$ cat config.mk
export PLATFORM = sky130hd
export DESIGN_NAME = issue_scheduler
export DESIGN_NICKNAME = d
export VERILOG_FILES = /design/src/rtl/issue_scheduler.sv
export SDC_FILE = /design/constraint.sdc
export NUM_CORES = 1
export LEC_CHECK = 0
export CORE_MARGIN = 2
export CORE_UTILIZATION = 52
export DETAILED_ROUTE_END_ITERATION = 10
export PLACE_DENSITY = 0.8
export SLEW_MARGIN = 20
export SYNTH_ARGS = -nofsm -noshare
export SYNTH_HDL_FRONTEND = slang
export SYNTH_SLANG_ARGS = --single-unit
$ cat constraint.sdc
create_clock -name CLK -period 4.05 [get_ports CLK]
set_input_delay 0.81 -clock CLK [delete_from_list [all_inputs] [get_ports CLK]]
set_output_delay 0.81 -clock CLK [all_outputs]
set_load 0.01 [all_outputs]
$ cat src/rtl/issue_scheduler.sv
// issue_scheduler
// Pulls one entry per cycle from the issue queue, steers it to the ALU or
// memory pipe, parks a memory op in a one-entry hold register while the
// memory pipe is busy, and generates register wakeups through per-pipe delay
// lines feeding a small wakeup FIFO. Dequeue is throttled so that every
// outstanding wakeup is guaranteed a FIFO slot.
//
// Ports
//   CLK, RESET                 clock, synchronous active-high reset
//   IQ_Dequeue_OUT             request an entry from the issue queue
//   IQ_DequeueResult_IN        issue queue returned an entry this cycle
//   IQ_Entry_IN                returned entry
//   IQ_ReadyUpdate_OUT         wakeup strobe
//   IQ_ReadyRegister_OUT       register woken (holds last value when idle)
//   MEM_Busy_IN                memory pipe cannot accept this cycle
//   ALU_Valid_OUT/Entry_OUT    registered issue to ALU pipe
//   MEM_Valid_OUT/Entry_OUT    registered issue to memory pipe
//   IssueCount_OUT             entries issued since reset (wraps)
//
// state    | meaning
// ST_ISSUE | normal dequeue and issue
// ST_HOLD  | memory op parked in hold register, dequeue stalled

module issue_scheduler #(
    parameter int NUM_PHYS_REGS = 64,
    parameter int ALU_LAT       = 1,
    parameter int MEM_LAT       = 3,
    parameter int WQ_DEPTH      = 4,
    localparam int LP           = $clog2(NUM_PHYS_REGS),
    localparam int ENTRY_BITS   = 35 + LP
) (
    input  logic                  CLK,
    input  logic                  RESET,
    output logic                  IQ_Dequeue_OUT,
    input  logic                  IQ_DequeueResult_IN,
    input  logic [ENTRY_BITS-1:0] IQ_Entry_IN,
    output logic                  IQ_ReadyUpdate_OUT,
    output logic [LP-1:0]         IQ_ReadyRegister_OUT,
    input  logic                  MEM_Busy_IN,
    output logic                  ALU_Valid_OUT,
    output logic [ENTRY_BITS-1:0] ALU_Entry_OUT,
    output logic                  MEM_Valid_OUT,
    output logic [ENTRY_BITS-1:0] MEM_Entry_OUT,
    output logic [31:0]           IssueCount_OUT
);

    localparam int PW      = $clog2(WQ_DEPTH);
    localparam int MR_BIT  = 0;
    localparam int MW_BIT  = 33;
    localparam int DEST_LO = 34;
    localparam int RW_BIT  = 34 + LP;

    typedef enum logic {ST_ISSUE, ST_HOLD} state_t;

    state_t state_q, state_d;
    logic [ENTRY_BITS-1:0] hold_entry;

    logic [ALU_LAT-1:0]         alu_dl_v;
    logic [ALU_LAT-1:0][LP-1:0] alu_dl_d;
    logic [MEM_LAT-1:0]         mem_dl_v;
    logic [MEM_LAT-1:0][LP-1:0] mem_dl_d;

    logic [LP-1:0] wq_mem [WQ_DEPTH];
    logic [PW-1:0] wq_rd, wq_wr;
    logic [PW:0]   wq_count;
    logic [PW+1:0] wq_count_nxt;
    logic [LP-1:0] last_reg;

    logic in_mem, accept, issue_alu, issue_mem, capture_hold;
    logic [ENTRY_BITS-1:0] mem_src;
    int   inflight;
    logic alu_exit, mem_exit;
    logic in0_v, in1_v, push_a, push_b, pop;
    logic [LP-1:0] in0_d, in1_d, da, db, upd_reg;

    // Issue control and hold FSM
    always_comb begin
        state_d  = state_q;
        in_mem   = IQ_Entry_IN[MR_BIT] | IQ_Entry_IN[MW_BIT];

        // Every regwrite op already handed to a pipe but not yet woken counts
        // against the FIFO, including the one sitting at a delay-line exit.
        inflight = int'(ALU_Valid_OUT & ALU_Entry_OUT[RW_BIT])
                 + int'(MEM_Valid_OUT & MEM_Entry_OUT[RW_BIT]);
        for (int i = 0; i < ALU_LAT; i++) inflight += int'(alu_dl_v[i]);
        for (int i = 0; i < MEM_LAT; i++) inflight += int'(mem_dl_v[i]);

        IQ_Dequeue_OUT = !RESET && (state_q == ST_ISSUE)
                       && ((int'(wq_count) + inflight) <= WQ_DEPTH - 2);
        accept       = IQ_Dequeue_OUT && IQ_DequeueResult_IN;
        issue_alu    = accept && !in_mem;
        capture_hold = accept && in_mem && MEM_Busy_IN;
        issue_mem    = !MEM_Busy_IN && ((state_q == ST_HOLD) || (accept && in_mem));
        mem_src      = (state_q == ST_HOLD) ? hold_entry : IQ_Entry_IN;

        case (state_q)
            ST_ISSUE: if (capture_hold) state_d = ST_HOLD;
            ST_HOLD:  if (!MEM_Busy_IN) state_d = ST_ISSUE;
            default:  state_d = ST_ISSUE;
        endcase
    end

    // Wakeup selection: older FIFO contents first, then ALU exit, then MEM exit.
    always_comb begin
        alu_exit = alu_dl_v[ALU_LAT-1];
        mem_exit = mem_dl_v[MEM_LAT-1];
        in0_v    = alu_exit | mem_exit;
        in0_d    = alu_exit ? alu_dl_d[ALU_LAT-1] : mem_dl_d[MEM_LAT-1];
        in1_v    = alu_exit & mem_exit;
        in1_d    = mem_dl_d[MEM_LAT-1];
        if (wq_count != '0) begin
            IQ_ReadyUpdate_OUT = 1'b1;
            upd_reg = wq_mem[wq_rd];
            pop     = 1'b1;
            push_a  = in0_v;
            da      = in0_d;
            push_b  = in1_v;
            db      = in1_d;
        end else begin
            // empty FIFO: the first exit bypasses straight to the output
            IQ_ReadyUpdate_OUT = in0_v;
            upd_reg = in0_d;
            pop     = 1'b0;
            push_a  = in1_v;
            da      = in1_d;
            push_b  = 1'b0;
            db      = in1_d;
        end
        IQ_ReadyRegister_OUT = IQ_ReadyUpdate_OUT ? upd_reg : last_reg;
        wq_count_nxt = (PW+2)'(wq_count) + (PW+2)'(push_a) + (PW+2)'(push_b) - (PW+2)'(pop);
    end

    always_ff @(posedge CLK) begin
        if (RESET) begin
            state_q        <= ST_ISSUE;
            hold_entry     <= '0;
            ALU_Valid_OUT  <= 1'b0;
            ALU_Entry_OUT  <= '0;
            MEM_Valid_OUT  <= 1'b0;
            MEM_Entry_OUT  <= '0;
            IssueCount_OUT <= '0;
            alu_dl_v       <= '0;
            alu_dl_d       <= '0;
            mem_dl_v       <= '0;
            mem_dl_d       <= '0;
            wq_rd          <= '0;
            wq_wr          <= '0;
            wq_count       <= '0;
            last_reg       <= '0;
            for (int i = 0; i < WQ_DEPTH; i++) wq_mem[i] <= '0;
        end else begin
            state_q       <= state_d;
            ALU_Valid_OUT <= issue_alu;
            MEM_Valid_OUT <= issue_mem;
            if (issue_alu)    ALU_Entry_OUT <= IQ_Entry_IN;
            if (issue_mem)    MEM_Entry_OUT <= mem_src;
            if (capture_hold) hold_entry    <= IQ_Entry_IN;
            IssueCount_OUT <= IssueCount_OUT + 32'(ALU_Valid_OUT) + 32'(MEM_Valid_OUT);

            alu_dl_v[0] <= ALU_Valid_OUT & ALU_Entry_OUT[RW_BIT];
            alu_dl_d[0] <= ALU_Entry_OUT[DEST_LO +: LP];
            for (int i = 1; i < ALU_LAT; i++) begin
                alu_dl_v[i] <= alu_dl_v[i-1];
                alu_dl_d[i] <= alu_dl_d[i-1];
            end
            mem_dl_v[0] <= MEM_Valid_OUT & MEM_Entry_OUT[RW_BIT];
            mem_dl_d[0] <= MEM_Entry_OUT[DEST_LO +: LP];
            for (int i = 1; i < MEM_LAT; i++) begin
                mem_dl_v[i] <= mem_dl_v[i-1];
                mem_dl_d[i] <= mem_dl_d[i-1];
            end

            if (push_a) wq_mem[wq_wr] <= da;
            if (push_b) wq_mem[wq_wr + PW'(1)] <= db;
            wq_wr    <= wq_wr + PW'(push_a) + PW'(push_b);
            wq_rd    <= wq_rd + PW'(pop);
            wq_count <= wq_count_nxt[PW:0];
            if (IQ_ReadyUpdate_OUT) last_reg <= upd_reg;
        end
    end

    a_wq_no_overflow: assert property (@(posedge CLK) disable iff (RESET)
        int'(wq_count_nxt) <= WQ_DEPTH);

endmodule

# Word-level counts from Yosys, hierarchy flattened
# Memory sizes are Yosys's and may differ from the RTL's. A register that Yosys moved wholly into a read port is not among the register bits.
# Cells that the tools add are included.
# word_totals
wordCells,83
inputBits,45
mem_count,1
ramBits,24
reg_bits,199
# op_classes
n_addsub,15
n_mux,27
reduce_logical,14
bitwise,8
magnitude_cmp,1
# memory_table
memory,depth,word_bits,rd,rd_ports_with_merged_regs,write_ports,line_no,text
wq_mem,4,6,1,1,4,63,logic [LP-1:0] wq_mem [WQ_DEPTH];
# ops
operator,n
$add 32x1->32,2
$mux 41,1
$mux 6,6
$mux 1,16
$reduce_or 6->1,2
$add 3x6->7,1
$le 7x2->1 const B,1
$logic_and 1x1->1,7
$add 2x1->2,3
$add 3x1->3,2
$add 5x1->6,1
$mux 2,3
$add 4x1->5,1
$and 1x1->1,5
$add 3x1->4,1
$add 2x1->3,1
$logic_not 1->1,3
$reduce_bool 3->1,1
$sub 3x1->3,1
$add 1x1->2,1
$add 2x1->2 const B,1
$or 1x1->1,2
$pmux 1 s2,1
$logic_or 1x1->1,1
$not 1->1,1

# Longest topological paths before layout
# logic_depth
ltp_word,14
depth_mapped,13
depth_no_buf,12

# Worst setup path after synthesis
# Ideal clock, no wire load.
# synth_timing
kind,register to register
startpoint,register alu_dl_v
endpoint,register MEM_Entry_OUT[17]
path_buffers,2
arrival_ns,3.301
synth_period_minus_slack_ns,3.419
stages_incl_launch_ff,13
t_required_ns,3.931
setup_ns,0.119
path_slack_ns,0.631
cell_sequence,dfxtp_1 -> fa_1 -> inv_1 -> fa_1 -> fa_1 -> inv_1 -> fa_1 -> nand2b_1 -> nand3_1 -> or4_1 -> buf_2 -> buf_6 -> o221a_1
# synth_via
elab_chain_len,11
# synth_rtl
element,line_no,text
from (decl),58,logic [ALU_LAT-1:0] alu_dl_v;
"from (signal, indexed assignment)",163,alu_dl_v[i] <= alu_dl_v[i-1];
$add 2x1->3,85,for (int i = 0; i < ALU_LAT; i++) inflight += int'(alu_dl_v[i]);
$add 3x1->4,86,for (int i = 0; i < MEM_LAT; i++) inflight += int'(mem_dl_v[i]);
$add 4x1->5,86,
$add 5x1->6,86,
$add 3x6->7,89,&& ((int'(wq_count) + inflight) <= WQ_DEPTH - 2);
$le 7x2->1,89,
$logic_and 1x1->1,89,
$logic_and 1x1->1,90,accept = IQ_Dequeue_OUT && IQ_DequeueResult_IN;
$logic_and 1x1->1,93,issue_mem = !MEM_Busy_IN && ((state_q == ST_HOLD) || (accept && in_mem));
$logic_or 1x1->1,93,
$logic_and 1x1->1,93,
to (signal assigned),156,if (issue_mem) MEM_Entry_OUT <= mem_src;
to (decl),43,"output logic [ENTRY_BITS-1:0] MEM_Entry_OUT,"
# Every way passes these cells.
# A chain may end at the register's enable or synchronous reset.

# Final worst setup path
# layout_timing
startpoint,register alu_dl_v
endpoint,output IQ_Dequeue_OUT
# layout_via
elab_chain_len,7
# layout_rtl
element,line_no,text
$add 2x1->3,85,
$add 3x1->4,86,
$add 4x1->5,86,
$add 5x1->6,86,
$add 3x6->7,89,
$le 7x2->1,89,
$logic_and 1x1->1,89,
to (decl),34,"output logic IQ_Dequeue_OUT,"
# Every way passes these cells.

==> results.py <==
metrics = {
    "flow_run": {
        "max_cap_viol_count": 0,
    },
    "floorplan": {
        "num_rows": 47,
        "num_io_pins": 169,
        "floorplan.die_area_mm2": 0.01822,
        "coreArea_mm2": 0.01670,
        "die_y_um": 135.0,
        "initial_core_util_pct": 53.41,
        "die_x_um": 135.0,
    },
    "grt": {
        "grt_max_degree": 61,
        "first_global_vias": 7040,
        "grtUsageMet2_pct": 40.69,
        "grtUsageMet3_pct": 6.644,
        "grt_use_met1_pct": 29.49,
        "grt_use_total_pct": 23.81,
        "antenna_found_initial": 0,
        "grt.busiest_layer": "met2",
        "grt_first_pass_wirelength_um": 35390,
        "grt-ovfl-total": 0,
    },
    "sta": {
        "tns_ns": 0,
        "tightest_slew_ns": 1.019,
        "finClkSkew_ns": 0.007617,
        "relSlewSlack_pct": 31.35,
        "max_freq_ghz": 0.2490,
        "final-hold-violation-count": 0,
        "finalCritPeriodShare_pct": 99.18,
        "setup_viol_count_final": 0,
        "final_max_slew_viol_count": 0,
        "rsz0062_at_grt": "true",
        "fin_crit_ns": 4.017,
    },
    "place": {
        "portBuffers": 168,
        "gp_congestion": 0.8554,
        "dp_hpwl_um": 14460,
        "placed_cell_area_mm2": 0.01079,
    },
    "pwr": {
        "ir_drop_mv": 0.3332,
        "p_leak_uw": 0.004243,
        "p_per_area_mw_per_mm2": 479.6,
    },
    "final_layout": {
        "regArea_mm2": 0.004706,
        "drive_above_1_share_pct": 7.567,
        "n_antenna_cell": 0,
        "final_core_utilization_pct": 69.49,
        "multiInputGateArea_mm2": 0.003905,
        "reg_top3": "ALU_Entry_OUT (41), MEM_Entry_OUT (41), hold_entry (41)",
        "nFillCells": 1331,
        "synthToLayoutAreaGrowth_pct": 30.12,
        "design_area_mm2": 0.01161,
        "nNetsFinal": 1204,
    },
    "synth": {
        "synth_edf_count": 24,
        "ys.flop_type": "dfxtp_1",
        "syn_inst": 990,
        "synth_warnings": 0,
        "synth_commonest_cells": "dfxtp_1, nand2_1, nor2_1, a21oi_1, clkbuf_1",
        "seq_area_frac_synth_pct": 52.74,
        "synth_area_mm2": 0.008920,
        "synth_cell_type_count": 54,
        "async_flop_share_pct": 0,
        "synth_top_area_share_pct": 44.66,
        "synth_nets": 1048,
        "synth.most_common_cell": "dfxtp_1",
        "synth.area.top_cells": "dfxtp_1, edfxtp_1, nand2_1, nor2_1, a21oi_1",
        "synth_largest_area_cell": "dfxtp_1",
        "synth.avg_cell_area_um2": 9.010,
        "yosys_register_bits": 223,
    },
    "route": {
        "ant_nets": 0,
        "dr.pass1.iters": 6,
        "wire_per_inst_um": 15.67,
        "vias": 7367,
        "drcViolationCount": 0,
        "wirelength_um": 21670,
        "first_iter_violations": 550,
        "routed_via_density": 5.327,
    },
    "hold_path": {
        "hold_path.class": "reg2reg",
    },
    "clocking": {
        "cts-root-buf": "clkbuf_16",
        "h-tree-depth": 1,
        "clk_pin_slew_ns": 0.06,
        "insertion_delay_ns": 0.51,
        "tritoncts": "built",
        "clockBufferDepth": 3,
        "clock-sinks": 223,
        "cts_made_buffers": 24,
    },
    "critical_path": {
        "required_ns": 3.24,
        "crit_arrival_ns": 3.21,
        "endpoint_kind": "output pin",
        "worstPathMaxFanout": 2,
        "startpoint_type": "flip-flop",
        "path_class": "reg2out",
    },
    "outcome": {
        "status": "finished, final reports clean",
    },
}
## cells in the final DEF, fill, tap and decap left out, drive strengths merged, types with 12 or more instances in the layout
master / netlist / layout
dfxtp: 199 / 199
nand2: 177 / 177
clkdlybuf4s50: 0 / 166
nor2: 146 / 146
a21oi: 87 / 87
clkbuf: 38 / 37
nor2b: 34 / 34
nor4: 33 / 33
edfxtp: 24 / 24
buf: 21 / 23
a22o: 21 / 21
xor2: 20 / 20
inv: 19 / 19
o21ai: 17 / 17
nand3: 16 / 16
nand4: 13 / 13
nor3: 12 / 12
## power breakdown
group | internal, µW | switching, µW | leakage [µW]
registers | 2370 | 101 | 0.00186
clock network | 1300 | 843 | 0.000395
logic | 474 | 478 | 0.00199
## final cells by class
| class | count | area share [%] |
|---|---|---|
| Sequential cell | 223 | 40.55 |
| Multi-Input combinational cell | 688 | 33.65 |
| Timing Repair Buffer | 189 | 15.98 |
| Clock buffer | 37 | 6.307 |
| Tap cell | 220 | 2.372 |
| Inverter | 20 | 0.6468 |
| Clock inverter | 6 | 0.5067 |
## kinds of logic (layout without fill, tap and decap cells)
logic type	count (synthesis)	count (layout)	synth area share [%]
AO/OA/AOI/OAI	153	153	10.60
XOR/XNOR	30	30	2.946
adder cells (fa/ha/maj)	14	14	2.609
buffers and inverters	79	252	3.703
flip-flops	223	223	52.74
multiplexers	23	23	3.507
AND/OR/NAND/NOR	468	468	23.89
## final timing paths
check | depth (start not counted) | end | from | slack (ns)
hold / removal | 1 | db[4] | mem_dl_d[10] | 0.44
setup reg to reg | 13 | ALU_Entry_OUT[25] | alu_dl_v | 0.30
setup / recovery | 10 | IQ_Dequeue_OUT | alu_dl_v | 0.03
hold reg to reg | 1 | db[4] | mem_dl_d[10] | 0.44
## timing repair
action	CTS	global route
buffers inserted	0	1
setup endpoints to repair	1	1
hold buffers	0	0
resized for setup	6	6
pin swaps	1	3
endpoints found under the hold margin	0	0
## metrics by stage
step | power, µW | hold WS (ns) | setup WS (ns) | cells
2_1_floorplan | 3041 | 0.4138 | 0.6305 | 990
3_3_place_gp | 3442 | 0.4161 | 0.1087 | 1339
3_5_place_dp | 3461 | 0.4233 | 0.07128 | 1339
4_1_cts | 5609 | 0.4369 | 0.02621 | 1382
5_1_grt | 5819 | 0.4606 | -0.07109 | 1383
6_report | 5566 | 0.4364 | 0.03339 | 1383
## per-layer routing
layer	share of wire [%]	vias to the layer above
met2	49	211
met3	7.4	39
met4	2.4	0
met5	0	-
met1	41	3449
li1	-	3668
## critical path: stages (launching register included)
cell      delay (ns)
dfxtp_2         0.32
fa_1            0.54
inv_2           0.04
fa_1            0.47
fa_2            0.38
inv_2           0.06
fa_1            0.40
nand2b_1        0.13
nand3_2         0.10
nor2_4          0.13
buf_6           0.11
(Power assumes the default switching activity.)
